--- src/rtl/app_chain_sched.sv ---
// Walks one lookup through a chain of stateful apps on a shared request bus, following next_app
// until it is zero. The hop count and per-hop wait are both bounded, so a looping or hung app cannot stall it.
module app_chain_sched #(
   parameter int ENTRY_W  = 32,
   parameter int ACTION_W = 16,
   parameter int EVP_W    = 24,
   parameter int NUM_APPS = 3,
   parameter int MAX_HOPS = 4,
   parameter int TIMEOUT  = 255
) (
   input  logic                         clk,
   input  logic                         reset,
   input  logic                         in_vld,
   output logic                         in_rdy,
   input  logic [ENTRY_W-1:0]           in_match,
   input  logic [ACTION_W-1:0]          in_action,
   input  logic [EVP_W-1:0]             in_evp,
   input  logic [1:0]                   in_app_id,
   output logic                         app_match_vld,
   output logic [1:0]                   app_id,
   output logic [ENTRY_W-1:0]           app_match,
   output logic [ACTION_W-1:0]          app_action,
   output logic [EVP_W-1:0]             app_evp,
   input  logic [NUM_APPS-1:0]          app_done,
   input  logic [NUM_APPS*ACTION_W-1:0] app_action_out,
   input  logic [NUM_APPS*EVP_W-1:0]    app_evp_out,
   input  logic [NUM_APPS*2-1:0]        app_next,
   output logic                         out_vld,
   input  logic                         out_rdy,
   output logic [ENTRY_W-1:0]           out_match,
   output logic [ACTION_W-1:0]          out_action,
   output logic [EVP_W-1:0]             out_evp,
   output logic [1:0]                   out_err,
   output logic [3:0]                   out_hops,
   output logic [15:0]                  stray_cnt
);

   localparam logic [1:0] IDLE  = 2'd0;
   localparam logic [1:0] ISSUE = 2'd1;
   localparam logic [1:0] WAIT  = 2'd2;
   localparam logic [1:0] DONE  = 2'd3;

   localparam logic [1:0] ERR_OK      = 2'd0;
   localparam logic [1:0] ERR_HOPS    = 2'd1;
   localparam logic [1:0] ERR_TIMEOUT = 2'd2;

   localparam logic [3:0] MAX_HOPS_C   = 4'(MAX_HOPS);
   localparam logic [7:0] TIMEOUT_LAST = 8'(TIMEOUT - 1);

   logic [1:0]          state;
   logic [1:0]          next_state;
   logic [1:0]          cur_id;
   logic [3:0]          hops;
   logic [7:0]          timer;
   logic [ENTRY_W-1:0]  lat_match;
   logic [ACTION_W-1:0] lat_action;
   logic [EVP_W-1:0]    lat_evp;

   logic [NUM_APPS-1:0] cur_mask;
   logic [ACTION_W-1:0] sel_action;
   logic [EVP_W-1:0]    sel_evp;
   logic [1:0]          sel_next;
   logic                cur_done;
   logic                accept;
   logic                id_ok;
   logic                next_ok;
   logic                chain_more;
   logic                idle_issue;
   logic                idle_skip;
   logic                wait_issue;
   logic                wait_end;
   logic                wait_tmo;
   logic                stray;

   // Pick out the result lanes of the app currently being waited on
   always_comb begin
      cur_mask   = '0;
      sel_action = '0;
      sel_evp    = '0;
      sel_next   = '0;
      for (int i = 0; i < NUM_APPS; i++) begin
         if (cur_id == 2'(i + 1)) begin
            cur_mask[i] = 1'b1;
            sel_action  = app_action_out[i*ACTION_W +: ACTION_W];
            sel_evp     = app_evp_out[i*EVP_W +: EVP_W];
            sel_next    = app_next[i*2 +: 2];
         end
      end
   end

   assign cur_done = |(app_done & cur_mask);
   assign accept   = in_vld && in_rdy;
   assign id_ok    = (in_app_id != 2'd0) && (int'(in_app_id) <= NUM_APPS);
   // A next_app that names no existing app ends the chain just like 0
   assign next_ok    = (sel_next != 2'd0) && (int'(sel_next) <= NUM_APPS);
   assign chain_more = next_ok && (hops < MAX_HOPS_C);

   assign idle_issue = (state == IDLE) && accept && id_ok;
   assign idle_skip  = (state == IDLE) && accept && !id_ok;
   assign wait_issue = (state == WAIT) && cur_done && chain_more;
   assign wait_end   = (state == WAIT) && cur_done && !chain_more;
   assign wait_tmo   = (state == WAIT) && !cur_done && (timer == TIMEOUT_LAST);

   assign stray = (state == WAIT) ? |(app_done & ~cur_mask) : |app_done;

   always_comb begin
      next_state = state;
      case (state)
         IDLE:    if (idle_issue) next_state = ISSUE;
                  else if (idle_skip) next_state = DONE;
         ISSUE:   next_state = WAIT;
         WAIT:    if (wait_issue) next_state = ISSUE;
                  else if (wait_end || wait_tmo) next_state = DONE;
         DONE:    if (out_rdy) next_state = IDLE;
         default: next_state = IDLE;
      endcase
   end

   // in_rdy is registered so it stays low through reset and the handoff cycle
   always_ff @(posedge clk or posedge reset) begin
      if (reset) begin
         state  <= IDLE;
         in_rdy <= 1'b0;
      end else begin
         state  <= next_state;
         in_rdy <= (next_state == IDLE);
      end
   end

   // Per-lookup bookkeeping; lat_action/lat_evp always hold what the current hop was given
   always_ff @(posedge clk or posedge reset) begin
      if (reset) begin
         cur_id     <= '0;
         hops       <= '0;
         timer      <= '0;
         lat_match  <= '0;
         lat_action <= '0;
         lat_evp    <= '0;
      end else begin
         if (state == IDLE && accept) begin
            cur_id     <= in_app_id;
            hops       <= '0;
            lat_match  <= in_match;
            lat_action <= in_action;
            lat_evp    <= in_evp;
         end
         if (state == ISSUE) begin
            hops  <= hops + 4'd1;
            timer <= '0;
         end
         if (state == WAIT) begin
            timer <= timer + 8'd1;
         end
         if (state == WAIT && cur_done) begin
            lat_action <= sel_action;
            lat_evp    <= sel_evp;
         end
         if (wait_issue) begin
            cur_id <= sel_next;
         end
      end
   end

   // Request bus: one-cycle pulse, payload held until the following issue
   always_ff @(posedge clk or posedge reset) begin
      if (reset) begin
         app_match_vld <= 1'b0;
         app_id        <= '0;
         app_match     <= '0;
         app_action    <= '0;
         app_evp       <= '0;
      end else begin
         app_match_vld <= idle_issue || wait_issue;
         if (idle_issue) begin
            app_id     <= in_app_id;
            app_match  <= in_match;
            app_action <= in_action;
            app_evp    <= in_evp;
         end else if (wait_issue) begin
            app_id     <= sel_next;
            app_match  <= lat_match;
            app_action <= sel_action;
            app_evp    <= sel_evp;
         end
      end
   end

   always_ff @(posedge clk or posedge reset) begin
      if (reset) begin
         out_vld    <= 1'b0;
         out_match  <= '0;
         out_action <= '0;
         out_evp    <= '0;
         out_err    <= '0;
         out_hops   <= '0;
      end else if (idle_skip) begin
         out_vld    <= 1'b1;
         out_match  <= in_match;
         out_action <= in_action;
         out_evp    <= in_evp;
         out_err    <= ERR_OK;
         out_hops   <= '0;
      end else if (wait_end) begin
         out_vld    <= 1'b1;
         out_match  <= lat_match;
         out_action <= sel_action;
         out_evp    <= sel_evp;
         out_err    <= next_ok ? ERR_HOPS : ERR_OK;
         out_hops   <= hops;
      end else if (wait_tmo) begin
         out_vld    <= 1'b1;
         out_match  <= lat_match;
         out_action <= lat_action;
         out_evp    <= lat_evp;
         out_err    <= ERR_TIMEOUT;
         out_hops   <= hops;
      end else if (state == DONE && out_rdy) begin
         out_vld <= 1'b0;
      end
   end

   always_ff @(posedge clk or posedge reset) begin
      if (reset) begin
         stray_cnt <= '0;
      end else if (stray && (stray_cnt != 16'hFFFF)) begin
         stray_cnt <= stray_cnt + 16'd1;
      end
   end

endmodule
--- config.mk ---
export PLATFORM = sky130hd
export DESIGN_NAME = app_chain_sched
export DESIGN_NICKNAME = d
export VERILOG_FILES = /design/src/rtl/app_chain_sched.sv
export SDC_FILE = /design/constraint.sdc
export NUM_CORES = 1
export LEC_CHECK = 0
export CORE_MARGIN = 2
export CORE_UTILIZATION = 52
export CTS_CLUSTER_SIZE = 28
export DETAILED_ROUTE_END_ITERATION = 6
export PLACE_DENSITY = 0.95
export SYNTH_ARGS = -nofsm -noshare
export SYNTH_HDL_FRONTEND = slang
export SYNTH_SLANG_ARGS = --single-unit
--- constraint.sdc ---
create_clock -name clk -period 27.9 [get_ports clk]
set_clock_uncertainty 0.05 [all_clocks]
set_input_delay 5.58 -clock clk [delete_from_list [all_inputs] [get_ports clk]]
set_output_delay 5.58 -clock clk [all_outputs]
set_load 0.1 [all_outputs]
==> results of run 1 <==
final cells by class:
type | instances | share of cell area (%)
multi-input combinational | 1022 | 34.6
clock inverter | 6 | 0.354
timing repair buffer | 393 | 21.6
inverter | 15 | 0.354
sequential | 259 | 35.9
clock buffer | 47 | 4.84
tap | 330 | 2.29
antenna | 1 | 0.0139
critical path, delay by kind of cell:
kind	cells	cell delay, ns
buffers and inverters	2	1.17
muxes	2	0.67
and+or+nand+nor	1	1.19
AOI/OAI and AO/OA	2	0.74
state kept, by name (all words and copies together), names as in the netlist:
signal,count
app_action,16
app_evp,24
app_id,2
app_match,32
app_match_vld,1
cur_id,2
hops,4
in_rdy,1
lat_action,16
lat_evp,24
lat_match,32
out_action,16
out_err,2
out_evp,24
out_hops,4
out_match,32
out_vld,1
state,2
stray_cnt,16
timer,8
through the flow:
step                hold WS, ns  util, %  instances  instance area, sq um  setup slack (ns)
floorplan                 0.417        -       1409                 13300             15.14
global placement          0.425     68.1       2019                 17100             18.47
detailed placement        0.435     68.1       2019                 17100             18.39
CTS                       0.452     71.8       2072                 18000             18.93
global route              0.457     71.8       2072                 18000             18.77
finish                    0.449     71.8       2073                 18000             18.83
cells in the mapped netlist (21+ instances only):
master	count	area, sq um
nand2_1	402	1510
dfrtp_1	259	6480
mux2i_1	126	1260
o21ai_0	98	490
clkbuf_1	76	285
nor2_1	58	218
a31oi_1	51	319
a32oi_1	32	280
o221ai_1	32	280
a2bb2oi_1	28	245
mux2_2	27	304
o21ai_1	21	105
kinds of logic after synthesis:
kind of cell,Yosys count
and+or+nand+nor,518
AOI/OAI and AO/OA,320
DFF,259
muxes,160
buffers and inverters,128
xor gates and xnor gates,16
adders and majority gates,8
worst min-delay path by stage:
stage	start	endpoint	slack [ns]	cells past startpoint
final	out_vld	out_vld	0.45	1
after detailed placement	stray_cnt[7]	stray_cnt[7]	0.44	1
after global placement	stray_cnt[10]	stray_cnt[10]	0.42	1
after global routing	stray_cnt[7]	stray_cnt[7]	0.46	1
after floorplan	lat_match[0]	lat_match[0]	0.42	2
after CTS	stray_cnt[7]	stray_cnt[7]	0.45	1
layer usage:
layer	vias to the layer above	GRT usage [%]	part of all wire, %
li1	5603	-	-
met1	6196	38.2	38
met2	679	51.6	49
met3	104	7.14	9.7
met4	0	11.1	3.3
met5	-	0	0
==> flow_summary.yaml, run 1 <==
final_layout:
  multiInputGateArea_sq_um: 6250
  final_cell_mix: "nand2_1 (401), clkdlybuf4s50_1 (377), dfrtp_1 (258), mux2i_1 (126), o21ai_0 (98)"
  final_common_cell: "nand2_1"
  nNetsFinal: 1935
  final-seq-area_sq_um: 6480
  syn_to_final_growth_pct: 36.1
  fillers: 1696
  layout-drive-gt1-share_pct: 6.49
floorplan:
  rows: 58
  start_util_pct: 52.8
  die-area_sq_um: 26800
  pin_count: 378
  coreArea_sq_um: 25100
  fp.dieH_um: 164
  die_w_um: 164
cts:
  cts.sinks: 259
  clk_pin_slew_worst_paths_ns: 0.07
  post-cts-setup-buffer-count: 0
  cts-buffers-inserted: 29
  postCtsHoldBufs: 0
  cts_root_buffer: "clkbuf_16"
  insertion_delay_ns: 0.53
  cts_buffer_depth: 3
  cts_resized: 0
  cts_tree: "done"
  htreeDepth: 1
synthesis:
  synth_compound_area_share_pct: 16.6
  ys_seq_area_share_pct: 48.9
  syn_inst: 1409
  synth-seq-cells: 259
  synth_cell_type_count: 54
  syn_area_sq_um: 13300
  avgSynthCellArea_sq_um: 9.41
  async_flop_share_pct: 100
  synth_xor_area_share_pct: 1.06
  synth.mux.area_fraction_pct: 12.6
  ys.warnings.count: 0
  yosys.area_share.simple_pct: 15.6
  synth_top_family_by_area: "compound AO/OA/AOI/OAI gates"
  synth_fp_nets: 1624
  synth-adder-area-share_pct: 0.755
  synth_enable_flop_cells: 0
  ys.flop_type: "dfrtp_1"
timing:
  fin_crit_sh_pct: 32.5
  setup-violations-final: 0
  worstMarginPinSlew_ns: 1.24
  hold_viol_final: 0
  slew_viol_final: 0
  fin_crit_ns: 9.07
  maxSlewHeadroom_pct: 16.2
  fmaxAchievable_mhz: 110
  tns_ns: 0
  rsz0062_at_grt: "no"
global_routing:
  grtUsageTotal_pct: 30.5
  grt_pass1_wl_um: 65400
  grt_overflow: 0
  antenna_found_initial: 0
  grt_max_degree: 108
  grt_pass1_vias: 12500
critical_path:
  crit_type: "input pin to register"
  slowest_delay_ns: 1.19
  rrSetupSlack_ns: 23.24
  critPathArrivalTime_ns: 9.43
  cp_max_fo: 47
  endpoint: "out_match[20]"
  critPathRequiredTime_ns: 28.26
  worstSetupEndpointType: "register"
  crit_chain: "clkdlybuf4s50_1, mux2i_2, a21oi_1, or4_2, o211ai_4, buf_4, mux2_2"
  crit-reg2reg-launch: "cur_id[1]"
  slowest_stage: "or4_2"
  r2r_end: "out_match[20]"
  crit_start: "app_done[0]"
  reg2reg_depth: 7
  critPathLaunchType: "input pin"
detailed_routing:
  vias: 12600
  antenna_left: 0
  drcViolationCount: 0
  viasPerCell: 6.07
  drt_iter0_drc: 1130
  wl_um: 42200
  firstDrtPassIters: 5
  post_drt_wl_per_cell_um: 20.4
placement:
  gp_congestion: 0.838
  hpwl_um: 27900
  portBuffers: 377
run:
  maxCapViolCount: 0
outcome:
  status: "completed"
worst_hold_path:
  min_path_type: "register to register"
Power of run 1 is not shown: default switching activity piles up to over one toggle a cycle in this logic, so the estimate is an artifact.
==> inputs of run 2 (changes only) <==
CORE_UTILIZATION = 49   (was 52)
PLACE_DENSITY = 0.91   (was 0.95)
clock period = 8.82 ns   (was 27.9 ns; I/O delays follow)
==> flow_summary.yaml, run 2 (synthesis gave the netlist of run 1 again) <==
outcome:
  status: "completed"
cts:
  cts_buffer_depth: 3
  cts-buffers-inserted: 28
  cts_tree: "done"
  clk_pin_slew_worst_paths_ns: 0.06
  insertion_delay_ns: 0.54
  htreeDepth: 1
  post-cts-setup-buffer-count: 0
  cts_resized: 0
  cts.sinks: 259
  postCtsHoldBufs: 0
  cts_root_buffer: "clkbuf_16"
final_layout:
  fillers: 1936
  multiInputGateArea_sq_um: 6250
  final_cell_mix: "nand2_1 (401), clkdlybuf4s50_1 (377), dfrtp_1 (258), mux2i_1 (126), o21ai_0 (98)"
  stdcell_area_sq_um: 18100
  final_common_cell: "nand2_1"
  final-seq-area_sq_um: 6480
  layout-drive-gt1-share_pct: 6.44
  reg_top3: "app_match (32), lat_match (32), out_match (32)"
  syn_to_final_growth_pct: 36.7
  nNetsFinal: 1932
timing:
  setup-violations-final: 0
  worst_slack_ns: 3.38
  fmaxAchievable_mhz: 184
  timing.hold.ws_ns: 0.452
  tns_ns: 0
  rsz0062_at_grt: "no"
  hold_viol_final: 0
  fin_crit_ns: 5.44
  maxSlewHeadroom_pct: 20.7
  fin_crit_sh_pct: 61.7
  slew_viol_final: 0
  worstMarginPinSlew_ns: 1.18
floorplan:
  start_util_pct: 49.6
  rows: 60
  pin_count: 378
  coreArea_sq_um: 26700
  fp.dieH_um: 168
  die_w_um: 168
  die-area_sq_um: 28400
detailed_routing:
  drt_iter0_drc: 1071
  post_drt_wl_per_cell_um: 20.3
  firstDrtPassIters: 5
  viasPerCell: 5.98
  antenna_left: 0
  vias: 12400
  wl_um: 42200
  drcViolationCount: 0
critical_path:
  cp_max_fo: 90
  critPathRequiredTime_ns: 9.19
  crit_chain: "clkdlybuf4s50_1, and3_4, nand2_4, o211ai_4, buf_4, mux2_2"
  critPathArrivalTime_ns: 5.81
  crit_type: "input pin to register"
  worstSetupEndpointType: "register"
  critPathLaunchType: "input pin"
  slowest_stage: "and3_4"
  slowest_delay_ns: 0.85
global_routing:
  antenna_found_initial: 2
  grtUsageTotal_pct: 28.7
  grt_pass1_vias: 12500
  grt_max_degree: 167
  grt_overflow: 0
  grt_pass1_wl_um: 65500
placement:
  gp_congestion: 0.827
  dpl_cell_area_sq_um: 17100
  portBuffers: 377
  hpwl_um: 27800
  place_ws_ns: 2.81
run:
  maxCapViolCount: 0
worst_hold_path:
  min_path_type: "register to register"
==> run 2: changes by cell type in the layout (fill, tap and decap cells not counted), sizes merged <==
cell / before / now
bufinv: 1 / 5
clkinvlp: 1 / 2
buf: 16 / 14
inv: 16 / 14
clkbuf: 47 / 42
==> run 2: worst paths after layout <==
path	from	to	slack, ns	depth (start not counted)
min in group asynchronous	reset	lat_match[22]	1.63	2
max in group asynchronous	reset	app_action[12]	5.70	3
min	stray_cnt[7]	stray_cnt[7]	0.45	1
max	in_vld	out_match[8]	3.38	6
max reg2reg	cur_id[1]	out_match[5]	3.91	7
min reg2reg	stray_cnt[7]	stray_cnt[7]	0.45	1
==> run 2: layout make-up <==
cell class              count  area share, %
inverters                  15          0.331
multi-input cells        1022           34.5
clock inverters             9          0.953
flip-flops and latches    259           35.8
clock buffers              42           4.61
repair buffers            391           21.5
diodes                      1         0.0138
well taps                 341           2.35
==> run 2: metal layers <==
layer	up-vias	track usage, %	part of all wire (%)
met1	6041	33.9	38
met4	2	14.9	4.5
met5	-	0	0.038
li1	5589	-	-
met3	133	7.01	9.1
met2	677	48.9	49
==> run 2: through the flow <==
step,utilization [%],cells
after floorplan,-,1409
after global placement,64.0,2028
after detailed placement,64.0,2028
after CTS,67.8,2079
after global routing,67.8,2080
final,67.8,2080
==> run 2: worst max-delay path: cells and delay by family <==
| kind | cells | cell delay [ns] |
|---|---|---|
| AND/OR/NAND/NOR | 2 | 1.64 |
| buffers and inverters | 2 | 1.24 |
| AO/OA/AOI/OAI | 1 | 0.65 |
| multiplexers | 1 | 0.42 |
Power of run 2 is left out for the same reason.
==> inputs of run 3 (changes only) <==
CORE_UTILIZATION = 44   (was 49)
PLACE_DENSITY = 0.87   (was 0.91)
clock period = 4.65 ns   (was 8.82 ns; I/O delays follow)
==> flow_summary.yaml, run 3 (synthesis gave the netlist of run 1 again) <==
outcome:
  status: "completed"
detailed_routing:
  viasPerCell: 5.79
  drt_iter0_drc: 1219
  vias: 12400
  firstDrtPassIters: 6
  antenna_left: 0
  wl_um: 43600
  drcViolationCount: 0
  post_drt_wl_per_cell_um: 20.4
floorplan:
  pin_count: 378
  die_w_um: 178
  rows: 63
  fp.dieH_um: 178
  start_util_pct: 44.7
  coreArea_sq_um: 29600
  die-area_sq_um: 31500
final_layout:
  nNetsFinal: 1942
  final_cell_mix: "nand2_1 (401), clkdlybuf4s50_1 (377), dfrtp_1 (258), mux2i_1 (126), o21ai_0 (98)"
  instances_no_fill: 2140
  final_util_pct: 61.5
  layout-drive-gt1-share_pct: 7.20
  fillers: 2383
  syn_to_final_growth_pct: 37.5
  reg_top3: "app_match (32), lat_match (32), out_match (32)"
  final_common_cell: "nand2_1"
critical_path:
  cp_max_fo: 38
  crit_start: "cur_id[1]"
  worstSetupEndpointType: "register"
  crit_chain: "buf_4, mux2i_1, o2bb2ai_1, buf_4, o21ai_4, nand2_1, o32ai_1"
  path_buf_inv: 2
  path_common_cell: "buf_4"
  crit-reg2reg-launch: "cur_id[1]"
  cp_top_family: "compound AO/OA/AOI/OAI gates"
  slowest_delay_ns: 0.85
  crit_type: "register to register"
  critPathLaunchType: "register"
  slowest_stage: "o21ai_4"
  critPathArrivalTime_ns: 4.07
  critPathRequiredTime_ns: 5.04
timing:
  fin_crit_sh_pct: 79.2
  fmaxAchievable_mhz: 272
  worstMarginPinSlew_ns: 1.11
  maxSlewHeadroom_pct: 25.9
  fin_crit_ns: 3.68
  setup-violations-final: 0
  hold_viol_final: 0
  rsz0062_at_grt: "no"
  tns_ns: 0
  timing.hold.ws_ns: 0.433
  slew_viol_final: 0
global_routing:
  grtUsageTotal_pct: 26.8
  antenna_found_initial: 1
  use_met1_pct: 31.7
  grt_pass1_vias: 12600
  grt_overflow: 0
  grt_max_degree: 155
  grt.met3_usage_pct: 7.99
  met2_usage_pct: 46.4
  busiest_layer: "met2"
  grt_pass1_wl_um: 67700
worst_hold_path:
  min_path_type: "register to register"
  hp-start: "out_vld"
cts:
  cts_resized: 0
  htreeDepth: 1
  insertion_delay_ns: 0.54
  cts_tree: "done"
  postCtsHoldBufs: 0
  cts-buffers-inserted: 29
  cts_buffer_depth: 3
  cts.sinks: 259
  post-cts-setup-buffer-count: 0
  clk_pin_slew_worst_paths_ns: 0.06
  cts_root_buffer: "clkbuf_16"
placement:
  dp_cells: 2086
  portBuffers: 377
  gp_congestion: 0.805
  hpwl_um: 29200
run:
  maxCapViolCount: 0
run 3: changes by cell type in the layout (fill, tap and decap cells not counted), moves of 2 or more:
cell	previous run	this run
buf_4	13	20
clkinv_2	3	7
bufinv_16	5	2
clkbuf_1	7	4
buf_12	1	3
clkinvlp_4	2	4
inv_6	0	2
run 3: area by class of cell:
class	count	area, sq um	area share, %
diodes	1	2.50	0.0137
well taps	390	488	2.68
repair buffers	400	3980	21.9
clock inverters	15	144	0.789
flip-flops and latches	259	6480	35.6
clock buffers	38	810	4.44
inverters	15	60.1	0.329
multi-input cells	1022	6260	34.3
run 3: final timing paths:
kind	end	slack (ns)	depth (start not counted)
worst max register to register	out_err[0]	0.97	7
max in group asynchronous	out_action[0]	2.59	3
min in group asynchronous	app_match[23]	0.71	2
worst min register to register	out_vld	0.43	1
worst max-delay path	out_err[0]	0.97	7
worst min-delay path	out_vld	0.43	1
run 3: through the flow:
step,setup slack [ns],area [sq um]
2_1_floorplan,0.256,13300
3_3_place_gp,1.12,17300
3_5_place_dp,1.01,17300
4_1_cts,1.02,18200
5_1_grt,0.776,18200
6_report,0.969,18200
run 3: routing by layer:
| layer | vias up | share of wire, % |
|---|---|---|
| li1 | 5616 | - |
| met1 | 6061 | 38 |
| met3 | 110 | 9.8 |
| met5 | - | 0.025 |
| met4 | 2 | 3.5 |
| met2 | 596 | 49 |
run 3: worst register-to-register path, stage by stage, from the launching register on:
cell       delay, ns
dfrtp_2         0.57
buf_4           0.61
mux2i_1         0.27
o2bb2ai_1       0.12
buf_4           0.20
o21ai_4         0.85
nand2_1         0.54
o32ai_1         0.36
Power of run 3 is left out for the same reason.
